==> config.mk <==
export PLATFORM = sky130hd
export DESIGN_NAME = dlx_fetch_stage
export DESIGN_NICKNAME = d
export VERILOG_FILES = /design/src/rtl/dlx_fetch_stage.sv
export SDC_FILE = /design/constraint.sdc
export NUM_CORES = 1
export LEC_CHECK = 0
export ABC_CLOCK_PERIOD_IN_PS = 7550
export CAP_MARGIN = 15
export CORE_MARGIN = 4
export CORE_UTILIZATION = 49
export CTS_BUF_LIST = sky130_fd_sc_hd__clkbuf_8
export DETAILED_ROUTE_END_ITERATION = 7
export GPL_TIMING_DRIVEN = 1
export PLACE_DENSITY = 0.81
export SYNTH_ARGS = -nofsm -noshare
export SYNTH_HDL_FRONTEND = slang
export SYNTH_SLANG_ARGS = --single-unit
==> constraint.sdc <==
create_clock -name clock_in -period 7.55 [get_ports clock_in]
set_input_delay 0.755 -clock clock_in [delete_from_list [all_inputs] [get_ports clock_in]]
set_output_delay 0.755 -clock clock_in [all_outputs]
set_load 0.1 [all_outputs]
==> src/rtl/dlx_fetch_stage.sv <==
// DLX instruction-fetch front end: drives the synchronous instruction memory and presents one word per cycle over valid/ready.
// Optional feature HALT_DETECT_EN: an accepted opcode 6'h3F parks fetch in HALT until reset or program load.
module dlx_fetch_stage #(
   parameter int                ADDR_W   = 16,
   parameter int                INSTR_W  = 32,
   parameter logic [ADDR_W-1:0] RESET_PC = '0
) (
   input  logic               clock_in,
   input  logic               rst_n,
   input  logic               wr_a,
   output logic               imem_rd_en,
   output logic [ADDR_W-1:0]  imem_addr,
   input  logic [INSTR_W-1:0] imem_rdata,
   output logic               if_valid,
   output logic [INSTR_W-1:0] if_instr,
   output logic [ADDR_W-1:0]  if_pc,
   input  logic               ex_ready,
   input  logic               br_taken,
   input  logic [ADDR_W-1:0]  br_target
);

`ifdef HALT_DETECT_EN
   typedef enum logic [1:0] {S_IDLE, S_RUN, S_HALT} state_t;
`else
   typedef enum logic {S_IDLE, S_RUN} state_t;
`endif

   state_t             r_state;
   logic [ADDR_W-1:0]  r_pc;
   logic [ADDR_W-1:0]  r_pending_pc;
   logic [ADDR_W-1:0]  r_skid_pc;
   logic [INSTR_W-1:0] r_skid_instr;
   logic               r_pending;
   logic               r_skid_valid;

   logic w_run;
   logic w_accept;
   logic w_halt_hit;
   logic w_stall;

   assign w_run    = (r_state == S_RUN) && !wr_a;
   assign if_valid = w_run & (r_skid_valid | r_pending) & ~br_taken;
   assign if_instr = r_skid_valid ? r_skid_instr : imem_rdata;
   assign if_pc    = r_skid_valid ? r_skid_pc : r_pending_pc;
   assign w_accept = if_valid & ex_ready;

`ifdef HALT_DETECT_EN
   assign w_halt_hit = w_accept & (if_instr[INSTR_W-1 -: 6] == 6'h3F);
`else
   assign w_halt_hit = 1'b0;
`endif

   // Skid and pending are never both full, so ex_ready alone covers both
   // "accept the live word and refill" and "skid drained, resume issue".
   assign imem_rd_en = w_run & ~w_halt_hit &
                       (br_taken | ex_ready | ~(r_skid_valid | r_pending));
   assign imem_addr  = (w_run & br_taken) ? br_target : r_pc;
   assign w_stall    = w_run & r_pending & ~ex_ready & ~r_skid_valid & ~br_taken;

   // NOTE: sequential state uses non-blocking assignments so every register
   // samples pre-edge values regardless of statement order.
   always_ff @(posedge clock_in) begin
      if (!rst_n || wr_a) begin
         r_state      <= S_IDLE;
         r_pc         <= RESET_PC;
         r_pending    <= 1'b0;
         r_skid_valid <= 1'b0;
      end else begin
         case (r_state)
            S_IDLE: r_state <= S_RUN;
            S_RUN: begin
               r_pending <= imem_rd_en;
               if (imem_rd_en)
                  r_pc <= imem_addr + 1'b1;
               if (br_taken)
                  r_skid_valid <= 1'b0;
               else if (w_stall)
                  r_skid_valid <= 1'b1;
               else if (r_skid_valid && ex_ready)
                  r_skid_valid <= 1'b0;
`ifdef HALT_DETECT_EN
               if (w_halt_hit) begin
                  r_state      <= S_HALT;
                  r_pending    <= 1'b0;
                  r_skid_valid <= 1'b0;
               end
`endif
            end
            default: ;
         endcase
      end
   end

   // NOTE: payload registers carry no reset; their valid flags above gate
   // every use, so reset only needs to clear control state.
   always_ff @(posedge clock_in) begin
      if (imem_rd_en)
         r_pending_pc <= imem_addr;
      if (w_stall) begin
         r_skid_instr <= imem_rdata;
         r_skid_pc    <= r_pending_pc;
      end
   end

endmodule
==> run metrics, run 1 <==
DR vias=between 3k and 4k; Core Area=approximately 7800 um^2; RSZ-0062 raised after global routing=false; status=finished, final reports clean; drt pass-1 iters=4; period utilisation layout=0.580; clk slew on worst S/H paths=0.08 ns; Worst Skew=0.0135 ns; DP HPWL=between 6000 and 7000 um; largest net degree at the start of global routing=51; Syn Inst Count=330; Final Non-Filler Cells=roughly 550; VDD IR max=0.000119 V; Post-Syn Area per Cell=approximately 12 um^2; Lkg Pwr=between 1.5 and 2 nW; Die Wd=slightly below 100 um; first-pass GRT wire length=approximately 15000 um; Starting Density=0.508; Setup TNS=0 ns; Sink Count=83; CP startpoint kind=input port; num rows=32; Synth Flop Type=edfxtp_1; IO buf count=118; Net Count, Synth=~380; asr flop ratio synth=0; register area share after synthesis=0.580; Final GP Congestion=0.892; synth top area cells=edfxtp_1 (48%), mux2_2 (14%), dfxtp_1 (9.6%), nand2_1 (4.3%), nand3_1 (3.0%); Seq pwr share=0.511; Switch Pwr=a little under 0.3 mW; DR WL/cell=approximately 17 um; Worst Setup End Kind=primary output; share of post-route cells with drive strength above 1=0.193; quantity of hold-fixing buffers added after cts=0; worst hold slack=around 0.44 ns; pwr dens=roughly 180 nW/um^2; DR vias/cell=5.58; post-synth top area share=0.484; fmax=between 200 and 250 MHz; DIE HEIGHT=between 90 and 100 um; nets@finish=approximately 500; IO Count=between 100 and 150; final antenna-violating net count=0; vias in the first global route=2989; post-CTS sizing=0; worst-margin pin slew=roughly 1.0 ns; Synth area leader=edfxtp_1; die area=~9600 um^2; clk buf depth=2; Netlist cell types=45; Post-synth EDFFs=64; Slew Limit Fails=0; Skew-Pair Late Insertion Delay=approximately 0.35 ns; Max-slew headroom=0.327; Clk Tree Root Cell=clkbuf_8; total CTS buffers=9; Synthesis Warnings=0; placed cell areas=~5200 um^2; worst min path class=reg2reg; final instance area=about 5400 um^2; number of antenna violations at the first check in global routing=0; Sw Ratio=0.306; combinational share of power=0.192; Syn-to-layout area delta=36.2%; Setup CP Type=in2out; H-tree levels=3; Post-CTS Setup Inserts=0; GRT Total Usage=0.199; worst-path fanout max=30; crit path time final=roughly 4.4 ns; total placed cells including tap cells=roughly 540; Routed Wire Length=about 9500 um; most common cell after layout, fill and taps aside=clkdlybuf4s50_1; WP data arrival=approximately 3.6 ns; max-cap viol count=0; Core Util, Final=0.692; Int Pwr=approximately 0.67 mW; most frequent cells in the layout=clkdlybuf4s50_1 (118), edfxtp_1 (64), mux2_2 (51); clock power share=0.297; final global-route overflow total=0; Seq cells post-synth=83; final hold viol count=0; # diodes=0; synthesized cell area=approximately 4000 um^2; TritonCTS clock tree=done; Worst Path Required=between 6 and 7 ns; final number of setup-violating endpoints=0; number of DRC markers in iteration 0=219; DRC=0
[worst max-delay path, stage by stage]
cell	delay (ns)
clkdlybuf4s50_1	0.46
nand3b_2	0.63
o21ai_0	0.55
clkdlybuf4s50_1	1.22
[path summary, 6_finish.rpt]
check / startpoint / to / slack (ns) / depth (start not counted)
worst min register to register: r_pending_pc[0] / r_skid_pc[0] / 0.44 / 0
worst min-delay path: r_pending_pc[0] / r_skid_pc[0] / 0.44 / 0
worst max-delay path: wr_a / imem_addr[13] / 3.17 / 4
worst max register to register: r_state / r_pc[12] / 5.00 / 10
[stage by stage]
stage | power [mW] | setup WS [ns]
after floorplan | 0.627 | 1.32
after detailed placement | 0.689 | 3.20
final | 0.966 | 3.17
after global routing | 1.00 | 3.02
after CTS | 0.973 | 3.19
after global placement | 0.687 | 3.26
[kinds of logic (layout without fill, tap and decap cells)]
family	Yosys count	count (layout)	share of synthesized area
simple gates	114	114	0.144
flops	83	83	0.580
mux	54	54	0.152
compound gates	41	41	0.0678
buf+inv	27	147	0.0312
xor+xnor	10	10	0.0221
fa+ha+maj	1	1	0.00315
[registers in the layout (all words and copies together) (netlist names)]
signal,flops
r_skid_pc,16
r_pending_pc,16
r_skid_valid,1
r_pc,16
r_pending,1
r_skid_instr,32
r_state,1
[routing by layer]
| layer | up-vias | part of all wire | GRT usage |
|---|---|---|---|
| li1 | 1457 | - | - |
| met1 | 1458 | 0.44 | 0.277 |
| met2 | 153 | 0.46 | 0.314 |
| met3 | 12 | 0.077 | 0.0350 |
| met4 | 0 | 0.017 | 0.0735 |
| met5 | - | 0 | 0 |
[power groups by stage]
| stage | Clock (mW) | Combinational [mW] | Sequential (mW) |
|---|---|---|---|
| 3_5_place_dp | 0 | 0.185 | 0.504 |
| 6_report | 0.287 | 0.185 | 0.494 |
| 4_1_cts | 0.294 | 0.186 | 0.494 |
| 2_1_floorplan | 0 | 0.123 | 0.504 |
| 5_1_grt | 0.316 | 0.192 | 0.494 |
| 3_3_place_gp | 0 | 0.183 | 0.504 |
[Yosys cell counts, types with 2 or more instances]
| cell | instances |
|---|---|
| a21oi_1 | 11 |
| a2bb2oi_1 | 2 |
| buf_1 | 4 |
| buf_2 | 6 |
| buf_4 | 2 |
| clkbuf_1 | 6 |
| dfxtp_1 | 19 |
| edfxtp_1 | 64 |
| inv_1 | 7 |
| mux2_2 | 51 |
| mux2i_1 | 3 |
| nand2_1 | 45 |
| nand2b_1 | 2 |
| nand3_1 | 24 |
| nand4_1 | 6 |
| nor2_1 | 11 |
| nor3_1 | 5 |
| nor3_2 | 4 |
| nor3b_1 | 2 |
| nor4_1 | 5 |
| o211ai_1 | 4 |
| o21ai_0 | 8 |
| o21ai_1 | 3 |
| o21ba_2 | 2 |
| o22ai_1 | 4 |
| or2_2 | 3 |
| xnor2_1 | 6 |
| xor2_1 | 4 |
[layout make-up]
class / count / area [um^2]
fill: 603 / 2400
sequential: 83 / 2300
multi-input combinational: 220 / 1550
timing repair buffer: 123 / 1220
tap: 102 / 128
clock buffer: 9 / 124
clock inverter: 7 / 52.6
inverter: 8 / 30.0
(Power assumes the default switching activity.)
==> inputs of run 2 (changes only) <==
ABC_CLOCK_PERIOD_IN_PS = 4200   (was 7550)
clock period = 4.2 ns   (was 7.55 ns; I/O delays follow)
==> run 2 against run 1 <==
Utilization shrank 0.24 points. Total power grew 77%. Global-route usage grew 0.11 points. Count of clock-buffer cells in the layout is the same. Flip-flop and latch count is the same. Cell count grew 0.18%. Register-to-register slack lost 3.3 ns. Highest routed layer unchanged. Combinational power grew 81%.
==> run metrics, run 2 (synthesized netlist as in run 1, its figures left out) <==
worst-margin pin slew=1.01 ns (+0.000102 ns); num rows=32 (unchanged); R2R Setup Slk=1.74 ns (-3.26 ns); first-pass GRT wire length=15500 um (+0.31%); number of flip-flops in the largest register=32 (unchanged); worst-path fanout max=36 (+20%); Worst Path Required=3.78 ns (-3.02 ns); final antenna-violating net count=0 (unchanged); DIE HEIGHT=98.0 um (unchanged); largest net degree at the start of global routing=52 (+2.0%); R2R cell count=9 (-1); DR vias/cell=5.63 (+0.82%); clock power share=0.285 (-0.012); H-tree levels=3 (unchanged); Max-slew headroom=0.327 (about the same); nets@finish=500 (+0.20%); period utilisation layout=0.710; Biggest register=r_skid_instr; VDD IR max=0.000159 V (+33%); final global-route overflow total=0 (unchanged); Setup TNS=0 ns (unchanged); DRC=0 (unchanged); Setup CP Type=reg2out; Slew Limit Fails=0 (unchanged); max-cap viol count=0 (unchanged); IO buf count=118 (unchanged); Worst Skew=0.0101 ns (-0.00339 ns); final hold viol count=0 (unchanged); Fill cells=629 (+4.3%); reg-to-reg startpoint=r_state; pre-CTS setup slack=1.16 ns (-2.04 ns); Seq pwr share=0.520 (+0.009); TritonCTS clock tree=done; Core Util, Final=0.690 (-0.00240); Lkg Pwr=1.89 nW (+2.8%); crit path time final=2.98 ns; most common cell after layout, fill and taps aside=clkdlybuf4s50_1; Routed Wire Length=9510 um (about the same); post-CTS sizing=0 (unchanged); Worst R2R End=r_pc[10]; fmax=around 340 MHz; Core Area=7810 um^2 (unchanged); Int Pwr=1.20 mW (+78%); clk buf depth=2 (unchanged); quantity of hold-fixing buffers added after cts=0 (unchanged); Setup crit end=if_pc[7]; Final GP Congestion=0.899 (+0.86%); drt pass-1 iters=5 (+1); Skew-Pair Late Insertion Delay=0.35 ns (about the same); die area=9610 um^2 (unchanged); number of DRC markers in iteration 0=139 (-37%); GRT Total Usage=0.200 (+0.00109); RSZ-0062 raised after global routing=false; CP Cell Sequence=buf_12 > mux2_2 > clkdlybuf4s50_1; combinational share of power=0.195 (+0.003); DR vias=3111 (+1.0%); CP startpoint kind=register; total CTS buffers=9 (unchanged); CP max-delay cell=clkdlybuf4s50_1; most frequent cells in the layout=clkdlybuf4s50_1 (100), edfxtp_1 (64), mux2_2 (51); Clk Tree Root Cell=clkbuf_8; # diodes=0 (unchanged); status=finished, final reports clean; Switch Pwr=0.514 mW (+74%); number of antenna violations at the first check in global routing=0 (unchanged); Syn-to-layout area delta=35.7%; vias in the first global route=3059 (+2.3%); Post-CTS Setup Inserts=0 (unchanged); worst min path class=reg2reg; DR WL/cell=17.2 um (-0.19%); crit path launch=r_skid_valid; WP data arrival=2.56 ns (-1.06 ns); Worst Setup End Kind=primary output; share of post-route cells with drive strength above 1=0.231 (+0.0373); Starting Density=0.508 (unchanged); Max stage delay on crit path=0.98 ns (-0.24 ns); clk slew on worst S/H paths=0.08 ns (about the same); Sink Count=83 (unchanged); pwr dens=317 nW/um^2 (+78%); Die Wd=98.0 um (unchanged); IO Count=119 (unchanged); setup ws final=1.22 ns (-1.96 ns); Sw Ratio=0.301 (-0.00539); final number of setup-violating endpoints=0 (unchanged); DP HPWL=6850 um (+2.3%)
run 2: changes by cell type in the layout (fill, tap and decap cells not counted), moves of 2 or more:
| cell | previous run | this run |
|---|---|---|
| buf_12 | 0 | 2 |
| clkdlybuf4s50_1 | 118 | 100 |
| clkinvlp_4 | 3 | 1 |
| clkinv_2 | 0 | 2 |
| inv_6 | 2 | 0 |
| buf_4 | 5 | 22 |
run 2: final cells by class:
class	count	area, um^2	area share
clock inverter	7	37.5	0.00697
clock buffer	9	124	0.0230
timing repair buffer	124	1210	0.224
inverter	8	30.0	0.00557
sequential	83	2300	0.428
tap	102	128	0.0237
multi-input combinational	220	1560	0.289
run 2: worst min-delay path by stage:
stage / startpoint / endpoint / slack, ns / cells past startpoint
6_report: r_pending_pc[10] / r_skid_pc[10] / 0.46 / 0
3_5_place_dp: r_pending_pc[10] / r_skid_pc[10] / 0.44 / 0
2_1_floorplan: r_pending_pc[0] / r_skid_pc[0] / 0.42 / 0
4_1_cts: r_pending_pc[10] / r_skid_pc[10] / 0.46 / 0
5_1_grt: r_pending_pc[10] / r_skid_pc[10] / 0.48 / 0
3_3_place_gp: r_pending_pc[11] / r_skid_pc[11] / 0.43 / 0
run 2: metal layers:
| metal | vias to the layer above | routed length [um] | share of wire | track usage |
|---|---|---|---|---|
| met5 | - | 0 | 0 | 0 |
| met4 | 0 | 104 | 0.011 | 0.0745 |
| met3 | 13 | 688 | 0.072 | 0.0379 |
| met2 | 162 | 4500 | 0.47 | 0.321 |
| met1 | 1478 | 4210 | 0.44 | 0.272 |
| li1 | 1458 | - | - | - |
run 2: stage by stage:
step,area (um^2),instances,hold slack [ns],total power [mW]
floorplan,3980,330,0.422,1.13
global placement,5210,536,0.428,1.24
detailed placement,5210,536,0.436,1.24
CTS,5370,552,0.459,1.72
global route,5390,553,0.479,1.79
finish,5390,553,0.456,1.71
run 2: power groups by stage:
stage               registers [mW]  logic (mW)  clock network, mW
detailed placement           0.907       0.333                  0
finish                       0.888       0.334              0.487
floorplan                    0.906       0.222                  0
global route                 0.889       0.346              0.552
global placement             0.907       0.329                  0
CTS                          0.888       0.334              0.502
run 2: worst max-delay path: cells and delay by family, from the launching register on:
kind | cells | cell delay (ns)
buf+inv | 2 | 1.26
flops | 1 | 0.59
mux | 1 | 0.37
